$ cat src/rtl/alu_arbiter_pkg.sv
// Shared types for the two-requester ALU arbiter.
// Opcodes, flag bundle and datapath width.
package alu_pkg;

    localparam int DATA_W = 4;

    typedef enum logic [1:0] {
        ALU_ADD = 2'd0,
        ALU_SUB = 2'd1,
        ALU_AND = 2'd2,
        ALU_OR  = 2'd3
    } alu_op_e;

    typedef struct packed {
        logic n;
        logic z;
        logic c;
        logic v;
    } alu_flags_t;

endpackage

$ cat src/rtl/alu_arbiter_alu.sv
// Combinational 4-bit ALU: ADD, SUB, AND, OR with {N,Z,C,V}.
// SUB is a + ~b + 1, so C is the carry-out (1 means no borrow).
module alu_arbiter_alu
    import alu_pkg::*;
(
    input  logic [DATA_W-1:0] a_i,
    input  logic [DATA_W-1:0] b_i,
    input  logic [1:0]        sel_i,
    output logic [DATA_W-1:0] result_o,
    output logic [3:0]        flags_o
);

    alu_op_e           op;
    alu_flags_t        flg;
    logic [DATA_W-1:0] b_eff;
    logic [DATA_W:0]   sum;
    logic [DATA_W-1:0] res;

    assign op = alu_op_e'(sel_i);

    always_comb begin
        b_eff = (op == ALU_SUB) ? ~b_i : b_i;
        sum   = {1'b0, a_i} + {1'b0, b_eff}
              + {{DATA_W{1'b0}}, (op == ALU_SUB)};
        res   = '0;
        flg   = '0;
        unique case (op)
            ALU_ADD, ALU_SUB: begin
                res   = sum[DATA_W-1:0];
                flg.c = sum[DATA_W];
                flg.v = (a_i[DATA_W-1] == b_eff[DATA_W-1])
                      && (res[DATA_W-1] != a_i[DATA_W-1]);
            end
            ALU_AND: res = a_i & b_i;
            ALU_OR:  res = a_i | b_i;
            default: res = '0;
        endcase
        flg.n = res[DATA_W-1];
        flg.z = (res == '0);
    end

    assign result_o = res;
    assign flags_o  = flg;

endmodule

$ cat src/rtl/alu_arbiter.sv
// Two requesters share one ALU; the winner's result lands
// in a single response register drained by a consumer.
module alu_arbiter
    import alu_pkg::*;
(
    input  logic       clk,
    input  logic       rst_n,
    input  logic       req0_valid,
    output logic       req0_ready,
    input  logic [3:0] req0_a,
    input  logic [3:0] req0_b,
    input  logic [1:0] req0_sel,
    input  logic       req1_valid,
    output logic       req1_ready,
    input  logic [3:0] req1_a,
    input  logic [3:0] req1_b,
    input  logic [1:0] req1_sel,
    output logic       rsp_valid,
    input  logic       rsp_ready,
    output logic       rsp_id,
    output logic [3:0] rsp_result,
    output logic [3:0] rsp_flags,
    output logic [7:0] op_count
);

    localparam logic ST_EMPTY = 1'b0;
    localparam logic ST_FULL  = 1'b1;

    logic       state_q, state_d;
    logic       last_q, last_d;
    logic       id_q, id_d;
    logic [3:0] res_q, res_d;
    logic [3:0] flg_q, flg_d;
    logic [7:0] cnt_q, cnt_d;

    logic       can_accept;
    logic       gnt0, gnt1;
    logic       accept;
    logic [3:0] alu_a, alu_b;
    logic [1:0] alu_sel;
    logic [3:0] alu_res, alu_flg;

    // Contention goes to whoever did not win last time.
    always_comb begin
        can_accept = (state_q == ST_EMPTY) || rsp_ready;
        gnt0 = req0_valid && (!req1_valid || last_q);
        gnt1 = req1_valid && (!req0_valid || !last_q);
        req0_ready = rst_n && can_accept && gnt0;
        req1_ready = rst_n && can_accept && gnt1;
        accept = req0_ready || req1_ready;
        alu_a   = gnt1 ? req1_a   : req0_a;
        alu_b   = gnt1 ? req1_b   : req0_b;
        alu_sel = gnt1 ? req1_sel : req0_sel;
    end

    alu_arbiter_alu u_alu (
        .a_i      (alu_a),
        .b_i      (alu_b),
        .sel_i    (alu_sel),
        .result_o (alu_res),
        .flags_o  (alu_flg)
    );

    always_comb begin
        state_d = state_q;
        last_d  = last_q;
        id_d    = id_q;
        res_d   = res_q;
        flg_d   = flg_q;
        cnt_d   = cnt_q;
        if (accept) begin
            state_d = ST_FULL;
            last_d  = req1_ready;
            id_d    = req1_ready;
            res_d   = alu_res;
            flg_d   = alu_flg;
            cnt_d   = cnt_q + 8'd1;
        end else if (state_q == ST_FULL && rsp_ready) begin
            state_d = ST_EMPTY;
        end
    end

    always_ff @(posedge clk) begin
        if (!rst_n) begin
            state_q <= ST_EMPTY;
            last_q  <= 1'b1;
            id_q    <= 1'b0;
            res_q   <= '0;
            flg_q   <= '0;
            cnt_q   <= '0;
        end else begin
            state_q <= state_d;
            last_q  <= last_d;
            id_q    <= id_d;
            res_q   <= res_d;
            flg_q   <= flg_d;
            cnt_q   <= cnt_d;
        end
    end

    assign rsp_valid  = (state_q == ST_FULL);
    assign rsp_id     = id_q;
    assign rsp_result = res_q;
    assign rsp_flags  = flg_q;
    assign op_count   = cnt_q;

endmodule

$ cat config.mk
export PLATFORM = sky130hd
export DESIGN_NAME = alu_arbiter
export DESIGN_NICKNAME = d
export VERILOG_FILES = /design/src/rtl/alu_arbiter_pkg.sv /design/src/rtl/alu_arbiter_alu.sv /design/src/rtl/alu_arbiter.sv
export SDC_FILE = /design/constraint.sdc
export NUM_CORES = 1
export LEC_CHECK = 0
export CORE_MARGIN = 1
export CORE_UTILIZATION = 50
export CTS_BUF_LIST = sky130_fd_sc_hd__clkbuf_8
export DETAILED_ROUTE_END_ITERATION = 7
export HOLD_SLACK_MARGIN = 0.02
export MAX_ROUTING_LAYER = met4
export PLACE_DENSITY = 0.95
export SYNTH_ARGS = -nofsm -noshare
export SYNTH_HDL_FRONTEND = slang
export SYNTH_SLANG_ARGS = --single-unit
$ cat constraint.sdc
create_clock -name clk -period 7.8 [get_ports clk]
set_clock_uncertainty 0.2 [all_clocks]
set_input_delay 0.78 -clock clk [delete_from_list [all_inputs] [get_ports clk]]
set_output_delay 0.78 -clock clk [all_outputs]
set_load 0.03 [all_outputs]
==> impl_metrics.yaml <==
die:
  initial_core_util: 0.525
  fp-row-count: 18
  die_w_um: 53.0
  dieArea_sq_um: 2810
  core_sq_um: 2480
  io_pins: 45
  die_y_um: 53.0
global_route:
  grt_pass1_wl_um: 5610
  antenna_found_initial: 0
  grt_max_degree: 17
  grt_pass1_vias: 1177
  grt_use_total: 0.280
  grt-ovfl-total: 0
synthesis:
  synthTopCellsByCount: "27 x nand2_1, 18 x dfxtp_1, 17 x nor2_1, 8 x xnor2_1, 6 x a21oi_1"
  yosysWarnings: 0
  synth_compound_area_frac: 0.188
  synth_fa_ha_area_frac: 0.0847
  syn_area_per_cell_sq_um: 8.33
  synth-seq-area-share: 0.277
  yosys.area.top_type: "dfxtp_1"
  yosysMostFrequentCell: "nand2_1"
  synth.top_cell.area_share: 0.277
  synthArstFlopShare: 0
  netlist_area_sq_um: 1300
  ys_seq_elements: 18
  synth-xor-area-share: 0.0741
  yosys.area_share.simple: 0.298
  synthMuxAreaShare: 0.0423
  synth_edf_count: 0
  netlist_instances: 156
  synth_top_family_by_area: "simple AND/OR/NAND/NOR gates"
  ys_types: 52
  yosys-top-cells-area: "dfxtp_1 28%, nand2_1 7.8%, xnor2_1 5.4%"
  ys.flop_type: "dfxtp_1"
  syn_nets: 186
clock_tree:
  cts_max_level: 1
  cts_tree: "yes"
  postCtsSetupBuffers: 0
  cts_buffers: 3
  root_buffer: "clkbuf_8"
  path_clk_slew_ps: 70
  numClockSinks: 18
  ctsResizeCount: 0
  clock_latency_ps: 250
  postCtsHoldBufs: 0
  max-clock-path-buffers: 2
timing:
  finalCriticalPeriod_ps: 3530
  whs_ps: 292
  final_hold_viol_count: 0
  max_freq_ghz: 0.283
  rsz0062_at_grt: "false"
  finalCritPeriodShare: 0.452
  finalMaxSlewViolations: 0
  setup_violations: 0
  setup_ws_ps: 4270
  slew_headroom: 0.660
  setup_tns_ps: 0
  tightest_slew_ps: 509
cells_and_area:
  design_area_sq_um: 1790
  diodes: 0
  nNetsFinal: 228
  fin_cells: 227
  nFillCells: 206
  syn_to_final_growth_pct: 38.0
  drive_above_1_share: 0.0812
detailed_routing:
  drc: 0
  vias: 1328
  ant_nets: 0
  wl_per_cell_um: 15.3
  via_per_inst: 5.85
  first_iter_violations: 25
  routed_wl_um: 3480
  firstDrtPassIters: 4
placed_design:
  numPortBuffers: 44
  placed_cell_area_sq_um: 1740
  dpl.cell_count: 223
  pre_cts_ws_ps: 4020
  dp_hpwl_um: 2680
  gp_congestion: 0.910
worst_hold_path:
  hold_path_class: "register to register"
critical_path:
  cp.required_ps: 6820
  worstReg2RegEnd: "rsp_flags[2]"
  path_max_fanout: 11
  endpoint: "req1_ready"
  critPathLaunch: "req0_valid"
  arrival_ps: 2550
  r2r_setup_slack_ps: 5020
  r2r_cells: 10
  critical_path_class: "input port to output pin"
  start_kind: "input port"
  r2r-start: "last_q"
  cp-end-kind: "output pin"
run:
  cap_violations: 0
outcome:
  status: "completed"
pwr:
  ir_worst_vdd_uv: 201
  pwr_density_cell_nw_per_um2: 158
  p_leak_nw: 0.692
[flip-flops by register name, summed over array words and instances (netlist names)]
signal / count
last_q: 1
rsp_id: 1
op_count: 8
rsp_flags: 3
rsp_result: 4
rsp_valid: 1
[kinds of logic (layout without fill, tap and decap cells)]
family                   after synthesis  count (layout)
flip-flops                            18              18
AO/OA/AOI/OAI                         29              29
AND/OR/NAND/NOR                       75              75
XOR/XNOR                              11              11
multiplexers                           5               5
buffers and inverters                  9              50
adder cells (fa/ha/maj)                9               9
[cell usage in the layout (no fill, tap or decap), types with 2 or more instances in the layout]
cell type         n
dfxtp_1          18
a211oi_2          2
xor2_1            3
or3b_1            2
a21o_1            2
o21ai_0           3
nor2_1           17
nor3_1            4
nand3_1           5
xnor2_1           8
a21oi_1           6
nand2_1          27
nor3_2            2
or3_1             2
ha_1              4
clkdlybuf4s50_1  44
maj3_1            4
mux2i_1           4
nand4_1           3
a32o_1            2
and3_1            2
clkbuf_8          4
[power by group]
group | switching [mW] | total, mW | internal [mW]
sequential | 0.00426 | 0.102 | 0.0974
clock | 0.0312 | 0.0761 | 0.0449
combinational | 0.0573 | 0.107 | 0.0493
[routing by layer]
metal  vias to the layer above  track usage  wire (um)  share of wire
li1                        641            -          -              -
met1                       643        0.350       1560           0.45
met2                        41        0.473       1780           0.51
met3                         3       0.0546        128          0.037
met4                         0       0.0482         10         0.0029
met5                         -            -          0              0
[worst min path at each step]
stage | startpoint | end | slack (ps) | cells past startpoint
2_1_floorplan | last_q | last_q | 320 | 2
3_3_place_gp | rsp_id | rsp_id | 250 | 2
3_5_place_dp | rsp_id | rsp_id | 280 | 2
4_1_cts | rsp_id | rsp_id | 290 | 2
5_1_grt | rsp_id | rsp_id | 320 | 2
6_report | rsp_id | rsp_id | 290 | 2
[metrics by stage]
stage | total power, mW | utilization
floorplan | 0.172 | -
global placement | 0.206 | 0.702
detailed placement | 0.209 | 0.702
CTS | 0.284 | 0.724
global route | 0.297 | 0.724
finish | 0.284 | 0.724
[area by class of cell]
type	instances	area, sq um	area share
sequential	18	360	0.201
tap	30	37.5	0.0209
clock buffer	4	55.1	0.0307
timing repair buffer	44	440	0.245
multi-input combinational	129	893	0.498
inverter	2	7.51	0.00418
[critical path, cell delays in order]
cell and delay, ps:
clkdlybuf4s50_1 530, a21bo_1 390, nor2_1 160, clkdlybuf4s50_1 680
Power figures use the tool's default switching activity.
